`config.mk`:
```
export PLATFORM = sky130hd
export DESIGN_NAME = uart_tx_mmio
export DESIGN_NICKNAME = d
export VERILOG_FILES = /design/src/rtl/uart_tx_mmio_pkg.sv /design/src/rtl/uart_tx_mmio_sync_fifo.sv /design/src/rtl/uart_tx_mmio.sv
export SDC_FILE = /design/constraint.sdc
export NUM_CORES = 1
export LEC_CHECK = 0
export BUFFER_PORTS_ARGS = -buffer_cell sky130_fd_sc_hd__buf_2
export CAP_MARGIN = 20
export CORE_MARGIN = 8
export CORE_UTILIZATION = 55
export CTS_CLUSTER_DIAMETER = 150
export DETAILED_ROUTE_END_ITERATION = 8
export PLACE_DENSITY = 0.77
export RECOVER_POWER = 100
export SLEW_MARGIN = 20
export SYNTH_ARGS = -nofsm -noshare
export SYNTH_HDL_FRONTEND = slang
export SYNTH_SLANG_ARGS = --single-unit
```
`constraint.sdc`:
```
create_clock -name clk -period 3 [get_ports clk]
set_input_delay 0.6 -clock clk [delete_from_list [all_inputs] [get_ports clk]]
set_output_delay 0.6 -clock clk [all_outputs]
set_load 0.02 [all_outputs]
```
`src/rtl/uart_tx_mmio_pkg.sv`:
```
// rtl/uart_tx_mmio_pkg.sv - shared constants for the MMIO UART transmitter
package uart_tx_mmio_pkg;

    // FSM state encodings (2-bit)
    localparam logic [1:0] ST_IDLE  = 2'd0;
    localparam logic [1:0] ST_START = 2'd1;
    localparam logic [1:0] ST_DATA  = 2'd2;
    localparam logic [1:0] ST_STOP  = 2'd3;

    // 8N1 frame: start + 8 data + stop
    localparam int FRAME_BITS = 10;
    localparam int DATA_BITS  = FRAME_BITS - 2;

    // Clocks per line bit; integer division truncates
    function automatic int calc_div(input int clk_freq, input int baud);
        return clk_freq / baud;
    endfunction

endpackage

```
`src/rtl/uart_tx_mmio_sync_fifo.sv`:
```
// rtl/uart_tx_mmio_sync_fifo.sv - circular byte FIFO with pointers plus count
module uart_tx_mmio_sync_fifo #(
    parameter int DW = 8,
    parameter int AW = 2
) (
    input  logic          clk,
    input  logic          rst_n,
    input  logic          push,
    input  logic [DW-1:0] push_data,
    input  logic          pop,
    output logic [DW-1:0] head,
    output logic          full,
    output logic          empty,
    output logic [AW:0]   count
);

    localparam logic [AW:0] DEPTH = (AW+1)'(1 << AW);

    logic [DW-1:0] mem [DEPTH];
    logic [AW-1:0] wr_ptr;
    logic [AW-1:0] rd_ptr;
    logic [AW:0]   count_q;
    logic          do_push;
    logic          do_pop;

    assign full    = (count_q == DEPTH);
    assign empty   = (count_q == '0);
    assign count   = count_q;
    assign head    = mem[rd_ptr];
    assign do_push = push & ~full;
    assign do_pop  = pop & ~empty;

    // Storage array; contents need no reset since count gates validity
    always_ff @(posedge clk) begin
        if (do_push) begin
            mem[wr_ptr] <= push_data;
        end
    end

    // Pointers wrap naturally at AW bits; count tracks occupancy
    always_ff @(posedge clk or negedge rst_n) begin
        if (!rst_n) begin
            wr_ptr  <= '0;
            rd_ptr  <= '0;
            count_q <= '0;
        end else begin
            if (do_push) begin
                wr_ptr <= wr_ptr + AW'(1);
            end
            if (do_pop) begin
                rd_ptr <= rd_ptr + AW'(1);
            end
            case ({do_push, do_pop})
                2'b10:   count_q <= count_q + (AW+1)'(1);
                2'b01:   count_q <= count_q - (AW+1)'(1);
                default: count_q <= count_q;
            endcase
        end
    end

endmodule

```
`src/rtl/uart_tx_mmio.sv`:
```
// rtl/uart_tx_mmio.sv - MMIO-fed 8N1 UART transmitter with byte FIFO
module uart_tx_mmio #(
    parameter int CLK_FREQ = 50_000_000,
    parameter int BAUD     = 115200,
    parameter int FIFO_AW  = 2
) (
    input  logic        clk,
    input  logic        rst_n,
    input  logic        wr_en,
    input  logic [15:0] wr_data,
    output logic        full,
    output logic        busy,
    output logic        overflow,
    output logic        tx
);

    import uart_tx_mmio_pkg::*;

    localparam int               DIV      = calc_div(CLK_FREQ, BAUD);
    localparam int               CNT_W    = $clog2(DIV);
    localparam logic [CNT_W-1:0] CNT_LAST = CNT_W'(DIV - 1);
    localparam logic [2:0]       BIT_LAST = 3'(DATA_BITS - 1);

    logic [1:0]       state;
    logic [CNT_W-1:0] cnt;
    logic [2:0]       bit_idx;
    logic [7:0]       shift;
    logic             tx_q;
    logic             overflow_q;
    logic             pop;
    logic             push;
    logic             bit_end;
    logic [7:0]       fifo_head;
    logic             fifo_full;
    logic             fifo_empty;
    logic [FIFO_AW:0] fifo_count;
    logic             unused_wr_hi;

    // Only the low byte of the bus carries data
    assign unused_wr_hi = ^wr_data[15:8];

    // A write while full is dropped even if the FSM pops that cycle
    assign push    = wr_en & ~fifo_full;
    assign bit_end = (cnt == CNT_LAST);

    uart_tx_mmio_sync_fifo #(
        .DW (8),
        .AW (FIFO_AW)
    ) u_fifo (
        .clk       (clk),
        .rst_n     (rst_n),
        .push      (push),
        .push_data (wr_data[7:0]),
        .pop       (pop),
        .head      (fifo_head),
        .full      (fifo_full),
        .empty     (fifo_empty),
        .count     (fifo_count)
    );

    // Pop when idle with data waiting, or at the end of a stop bit for back-to-back frames
    always_comb begin
        pop = 1'b0;
        if (!fifo_empty) begin
            if (state == ST_IDLE) begin
                pop = 1'b1;
            end else if (state == ST_STOP && bit_end) begin
                pop = 1'b1;
            end
        end
    end

    // Frame sequencer: baud counter, shift register and registered line output
    always_ff @(posedge clk or negedge rst_n) begin
        if (!rst_n) begin
            state   <= ST_IDLE;
            cnt     <= '0;
            bit_idx <= '0;
            shift   <= '0;
            tx_q    <= 1'b1;
        end else begin
            case (state)
                ST_IDLE: begin
                    if (!fifo_empty) begin
                        shift <= fifo_head;
                        tx_q  <= 1'b0;
                        cnt   <= '0;
                        state <= ST_START;
                    end else begin
                        tx_q <= 1'b1;
                    end
                end
                ST_START: begin
                    if (bit_end) begin
                        cnt     <= '0;
                        tx_q    <= shift[0];
                        bit_idx <= '0;
                        state   <= ST_DATA;
                    end else begin
                        cnt <= cnt + CNT_W'(1);
                    end
                end
                ST_DATA: begin
                    if (bit_end) begin
                        cnt   <= '0;
                        shift <= {1'b0, shift[7:1]};
                        if (bit_idx == BIT_LAST) begin
                            tx_q  <= 1'b1;
                            state <= ST_STOP;
                        end else begin
                            tx_q    <= shift[1];
                            bit_idx <= bit_idx + 3'd1;
                        end
                    end else begin
                        cnt <= cnt + CNT_W'(1);
                    end
                end
                default: begin
                    if (bit_end) begin
                        cnt <= '0;
                        if (!fifo_empty) begin
                            shift <= fifo_head;
                            tx_q  <= 1'b0;
                            state <= ST_START;
                        end else begin
                            state <= ST_IDLE;
                        end
                    end else begin
                        cnt <= cnt + CNT_W'(1);
                    end
                end
            endcase
        end
    end

    // Sticky record of any write lost to a full FIFO
    always_ff @(posedge clk or negedge rst_n) begin
        if (!rst_n) begin
            overflow_q <= 1'b0;
        end else if (wr_en && fifo_full) begin
            overflow_q <= 1'b1;
        end
    end

    assign tx       = tx_q;
    assign full     = fifo_full;
    assign overflow = overflow_q;
    assign busy     = (state != ST_IDLE) | (fifo_count != '0);

endmodule

```
=== After elaboration in Yosys (flattened, before gate mapping) ===
Memories as Yosys holds them, arrays and structs flattened.
Cells that the tools add are included.

* $add $sub $neg: 6
* Equality and inequality tests: 14
* Mux-type cells: 31
* Bitwise logic cells: 7
* Reductions and logical operators: 13

{| class="wikitable"
|+ Operator list
! kind !! count
|-
| 9-bit two-way mux || 3
|-
| 8-bit two-way mux || 3
|-
| 8-bit case mux with 3 select lines || 1
|-
| 1-bit two-way mux || 12
|-
| 3-bit case mux with 2 select lines || 2
|-
| 2-bit two-way mux || 5
|-
| 2-bit != test, second input constant || 5
|-
| 9-bit by 1-bit adder with 9-bit output, second input constant || 1
|-
| 9-bit == test, second input constant || 1
|-
| 3-bit two-way mux || 3
|-
| 4-bit AND reduction || 2
|-
| 2-bit nonzero test || 4
|-
| 3-bit by 1-bit adder with 3-bit output, second input constant || 2
|-
| 2-bit == test, second input constant || 3
|-
| 3-bit == test, second input constant || 2
|-
| 2-bit case mux with 3 select lines || 1
|-
| 5-bit AND reduction || 1
|-
| 2-bit by 1-bit adder with 2-bit output, second input constant || 2
|-
| 2-bit by 1-bit == test with 1-bit output, second input constant || 2
|-
| 4-bit by 1-bit != test with 1-bit output, second input constant || 1
|-
| 1-bit AND || 3
|-
| 3-bit zero test || 1
|-
| 1-bit inverter || 3
|-
| 1-bit case mux with 3 select lines || 1
|-
| 6 further kinds || 7
|}

* Register bits: 31
* Memory bits (writable): 32
* Bits of input ports: 19
* Word-level logic and storage cells: 81
* Memories kept: 1

{| class="wikitable"
|+ Memories
! memory !! words !! width !! read ports !! clocked after Yosys merged registers in !! wr ports !! line !! RTL
|-
| u_fifo.mem || 4 || 8 || 1 || 0 || 1 || uart_tx_mmio_sync_fifo.sv:19 || <nowiki>logic [DW-1:0] mem [DEPTH];</nowiki>
|}

=== Logic depth before layout (Yosys ltp) ===
* Depth in word-level cells: 8
* Depth in mapped cells: 11

=== Modules after synthesis ===
A second synthesis with hierarchy kept.

* Cell total of the unflattened synthesis: 215
* Area, all modules: 3,041.7 um^2

{| class="wikitable"
|+ By module, submodules not included
! module !! times used !! cells each !! area each (um^2)
|-
| uart_tx_mmio_sync_fifo || 1 || 79 || 1,592.8
|-
| uart_tx_mmio || 1 || 136 || 1,448.9
|}

=== Worst setup path after synthesis ===
OpenSTA, ideal clock, no wires.

* Kind: register to register
* From: register cnt[1]
* To: register u_fifo.count_q[2] (netlist: u_fifo.count[2])
* Data arrival time: 2,111 ps
* Data required time: 2,921 ps
* Slack: 810 ps
* Stages on the path, launching flop included: 12
* Path buffers: 0
* Clock period less this slack: 2,190 ps
* Path through: dfrtp_1 > inv_1 > ha_1 > and4b_4 > a31oi_1 > nor2_1 > ha_1 > inv_1 > fa_1 > xor2_1 > nor2_1 > xor2_1

* Longest elaborated chain between the ends: 8

{| class="wikitable"
|+ RTL lines
! what !! line !! RTL
|-
| from (decl) || uart_tx_mmio.sv:25 || <nowiki>logic [CNT_W-1:0] cnt;</nowiki>
|-
| from (signal assigned) || uart_tx_mmio.sv:100 || <nowiki>cnt <= cnt + CNT_W'(1);</nowiki>
|-
| from (signal assigned) || uart_tx_mmio.sv:115 || <nowiki>cnt <= cnt + CNT_W'(1);</nowiki>
|-
| from (signal assigned) || uart_tx_mmio.sv:129 || <nowiki>cnt <= cnt + CNT_W'(1);</nowiki>
|-
| 9-bit == test (*) || uart_tx_mmio.sv:44 || <nowiki>assign bit_end = (cnt == CNT_LAST);</nowiki>
|-
| 1-bit logical AND (*) || uart_tx_mmio.sv:67 || <nowiki>end else if (state == ST_STOP && bit_end) begin</nowiki>
|-
| 1-bit two-way mux (*) || uart_tx_mmio.sv:67 ||
|-
| 1-bit two-way mux (*) || uart_tx_mmio.sv:65 || <nowiki>if (state == ST_IDLE) begin</nowiki>
|-
| 1-bit two-way mux (*) || uart_tx_mmio.sv:64 || <nowiki>if (!fifo_empty) begin</nowiki>
|-
| 1-bit AND (*) || uart_tx_mmio_sync_fifo.sv:31 || <nowiki>assign do_pop = pop & ~empty;</nowiki>
|-
| named net u_fifo.do_pop || uart_tx_mmio_sync_fifo.sv:24 || <nowiki>logic do_pop;</nowiki>
|-
| 2-bit by 1-bit == test with 1-bit output / 2-bit == test (equally long branches) || uart_tx_mmio_sync_fifo.sv:53 || <nowiki>case ({do_push, do_pop})</nowiki>
|-
| 3-bit case mux with 2 select lines / 2-bit nonzero test (equally long branches) || - ||
|-
| to (signal assigned) || uart_tx_mmio_sync_fifo.sv:54 || <nowiki>2'b10: count_q <= count_q + (AW+1)'(1);</nowiki>
|-
| to (signal assigned) || uart_tx_mmio_sync_fifo.sv:55 || <nowiki>2'b01: count_q <= count_q - (AW+1)'(1);</nowiki>
|-
| to (signal assigned) || uart_tx_mmio_sync_fifo.sv:56 || <nowiki>default: count_q <= count_q;</nowiki>
|-
| to (decl) || uart_tx_mmio_sync_fifo.sv:22 || <nowiki>logic [AW:0] count_q;</nowiki>
|}

Mark *: on every way through the listed nets, which the timed path passes. The rest lies on a longest branch.
A chain may end at the register's enable or synchronous reset.

=== Final worst setup path ===
* From: register state[1]
* To: output port busy

* Longest elaborated chain between the ends: 2

{| class="wikitable"
|+ RTL lines
! what !! line !! RTL
|-
| from (decl) || uart_tx_mmio.sv:24 || <nowiki>logic [1:0] state;</nowiki>
|-
| from (signal assigned) || uart_tx_mmio.sv:76 || <nowiki>state <= ST_IDLE;</nowiki>
|-
| from (signal assigned) || uart_tx_mmio.sv:88 || <nowiki>state <= ST_START;</nowiki>
|-
| from (signal assigned) || uart_tx_mmio.sv:98 || <nowiki>state <= ST_DATA;</nowiki>
|-
| 2-bit nonzero test || uart_tx_mmio.sv:148 || <nowiki>assign busy = (state != ST_IDLE) | (fifo_count != '0);</nowiki>
|-
| 1-bit bitwise OR || uart_tx_mmio.sv:148 ||
|-
| to (decl) || uart_tx_mmio.sv:12 || <nowiki>output logic busy,</nowiki>
|}

No other way between the ends.

==> results.md <==
- Die Wd: between 80 and 90 microns
- Max-slew violations: 32
- PortBufs: 14
- Max clock buf depth: 2
- Placeable Area: around 5400 sq um
- Slew @ Worst Pin: around 1.7 ns
- Pwr dens: between 900 and 1000 nW/um^2
- WL/cell: about 16 microns
- EDFF count, synth: 32
- Setup TNS: 0 ns
- Most frequent cells in the layout: 32 x edfxtp_1, 30 x dfrtp_1, 17 x nand2_1, 14 x ha_1
- Filler cell count: between 400 and 500
- Total Wirelength: ~5300 microns
- RD Place Congestion: 0.858
- Worst vdd ir: between 0.5 and 0.6 mV
- Die Area: approximately 8000 sq um
- RSZ-0062 raised after global routing: no
- Initial antenna violation count: 0
- Hold_buf cts: 0
- Main synth FF type: edfxtp_1
- Worst Hold Path Cells: 1
- DRT Pass-1 Iters: 4
- Status: finished with violations
- Hold Vio Cnt, Final: 0
- Clock root cell: clkbuf_8
- Failing checks: capacitance limit, slew limit
- DR iter-0 viols: between 80 and 90
- Cell Chain, Critical Path: inv_1, ha_1, and2_0, inv_1, clkbuf_1
- CP Launch Type: register
- Post-layout util: 0.606
- Post-Synthesis Net Count: ~270
- CP max FO: 10
- CTS tree: done
- Syn Area/Cell: between 10 and 15 sq um
- Largest net degree at the start of global routing: 32
- Pleak: about 1.3 nW
- Vias in the first global route: 1,803
- First-pass GRT wire length: between 8000 and 9000 microns
- Routed Antenna Nets: 0
- Antenna cells: 0
- Required @ worst endpoint: between 2 and 2.5 ns
- CP Class: register to primary output
- Synth unique cells: a little under 50
- Most used cell, CP: inv_1
- Most common cell after layout, fill and taps aside: edfxtp_1
- DRC: 0
- HPWL after DPL: around 3500 microns
- Post-CTS Repair Setup Buffers: 0
- GRT Total Usage: 0.134
- Rel. slew slack: -0.108
- Fin nets: between 200 and 300
- Slowest stage cell, crit path: dfrtp_1
- Area taken by multi-input logic gates: 1150 sq um
- Syn Inst Count: 232
- Clock transition at path regs: 0.07 ns
- Initial Util: 0.557
- Arrival time at the worst endpoint: 2.04 ns
- Io pins: 23
- Reg area: ~1700 sq um
- Post-CTS Resized: 0
- Yosys warns: 0
- Chip Height: roughly 90 microns
- Worst Reg-to-Reg Cells: 11
- Crit path largest cell delay: ~0.44 ns
- CTS H-tree lvls: 3
- Mapped cell area: between 3000 and 4000 sq um
- Sink Count: 63
- Total grt overflow: 0
- Crit. End Element: primary output
- Post-layout min period: about 2.6 ns
- Peak Freq: 379 MHz
- Area grow syn2layout: 8.77%
- Layout Skew: ~0.0075 ns
- Sequential element share of the synthesized area: 0.577
- Site row count: 27
- Max cap viols: 1
- Layout cells sized above 1: 0.148
- Vias: 1,854
- Setup violations, final: 0
- Crit share post-route: 0.879
- Clock latency at the later pin of the worst-skew pair: roughly 0.34 ns
- Hold WC Path Type: register to register
- Async SR Flop Fraction: 0.492
- Num CTS Buffers: 9
- Drt via density: 5.64
- Synthesis-stage register bit count: 63
==> state kept, by name (all words and copies together) (netlist names) <==
name           count
cnt                9
shift              8
u_fifo.count       3
u_fifo.mem        32
bit_idx            3
overflow           1
state              2
tx                 1
u_fifo.wr_ptr      2
u_fifo.rd_ptr      2
==> layout make-up <==
type,instances,area share
Clock buffer,9,0.0378
Clock inverter,7,0.0149
Inverter,14,0.0160
Multi-Input combinational cell,148,0.352
Sequential cell,63,0.531
Tap cell,72,0.0275
Timing Repair Buffer,16,0.0210
==> metal layers <==
metal / up-vias / global-route usage / wire length, microns
met3: 9 / 0.0441 / 225
met5: - / 0 / 0
met2: 42 / 0.215 / 2630
met1: 907 / 0.159 / 2330
li1: 896 / - / -
met4: 0 / 0.0652 / 97
==> metrics by stage <==
step           hold WS (ns)  std cells  setup slack, ns  area (sq um)  total power, mW
2_1_floorplan         0.304        232            0.810          3010             2.29
3_3_place_gp          0.434        313            0.650          3150             2.51
3_5_place_dp          0.443        313            0.636          3150             2.57
4_1_cts               0.312        329            0.438          3320             3.22
5_1_grt               0.485        329            0.249          3270             3.33
6_report              0.457        329            0.364          3270             3.12
==> report_power, final <==
| group | switching, mW | leakage (nW) | internal, mW |
|---|---|---|---|
| logic | 0.577 | 0.553 | 0.504 |
| registers | 0.216 | 0.672 | 1.17 |
| clock network | 0.348 | 0.0910 | 0.301 |
| total | 1.14 | 1.32 | 1.98 |
==> kinds of logic after synthesis <==
| family | after synthesis | synth area share |
|---|---|---|
| flip-flops | 63 | 0.577 |
| AND/OR/NAND/NOR | 60 | 0.107 |
| AO/OA/AOI/OAI | 41 | 0.0977 |
| multiplexers | 25 | 0.103 |
| buffers and inverters | 21 | 0.0299 |
| adder cells (fa/ha/maj) | 15 | 0.0648 |
| XOR/XNOR | 7 | 0.0204 |
==> synth_stat cells (4+ instances only) <==
library cell / number / share of area
a21oi_1: 4 / 0.0067
a22o_1: 4 / 0.012
a31oi_1: 5 / 0.010
and2_1: 4 / 0.0083
dfrtp_1: 30 / 0.25
edfxtp_1: 32 / 0.32
ha_1: 14 / 0.058
inv_1: 12 / 0.015
mux2_2: 9 / 0.034
mux2_4: 7 / 0.035
mux2i_1: 8 / 0.027
nand2_1: 17 / 0.021
nand3_1: 4 / 0.0067
nor2_1: 11 / 0.014
nor3_1: 5 / 0.0083
o21ai_0: 11 / 0.018
o221a_2: 5 / 0.019
xor2_1: 4 / 0.012
==> path summary, 6_finish.rpt <==
kind | end | startpoint | slack [ns]
min in group asynchronous | cnt[2] | rst_n | 0.68
min reg2reg | overflow | overflow | 0.46
min | overflow | overflow | 0.46
max in group asynchronous | u_fifo.rd_ptr[1] | rst_n | 1.35
max | busy | state[1] | 0.36
max reg2reg | u_fifo.count[2] | cnt[1] | 0.55
==> worst max-delay path, delay by kind of cell, from the launching register on <==
family	cells	cell delay, ns
simple gates	1	0.36
fa+ha+maj	1	0.36
buf+inv	3	0.55
flops	1	0.44
Note: power is estimated with default switching activity, not from simulation.
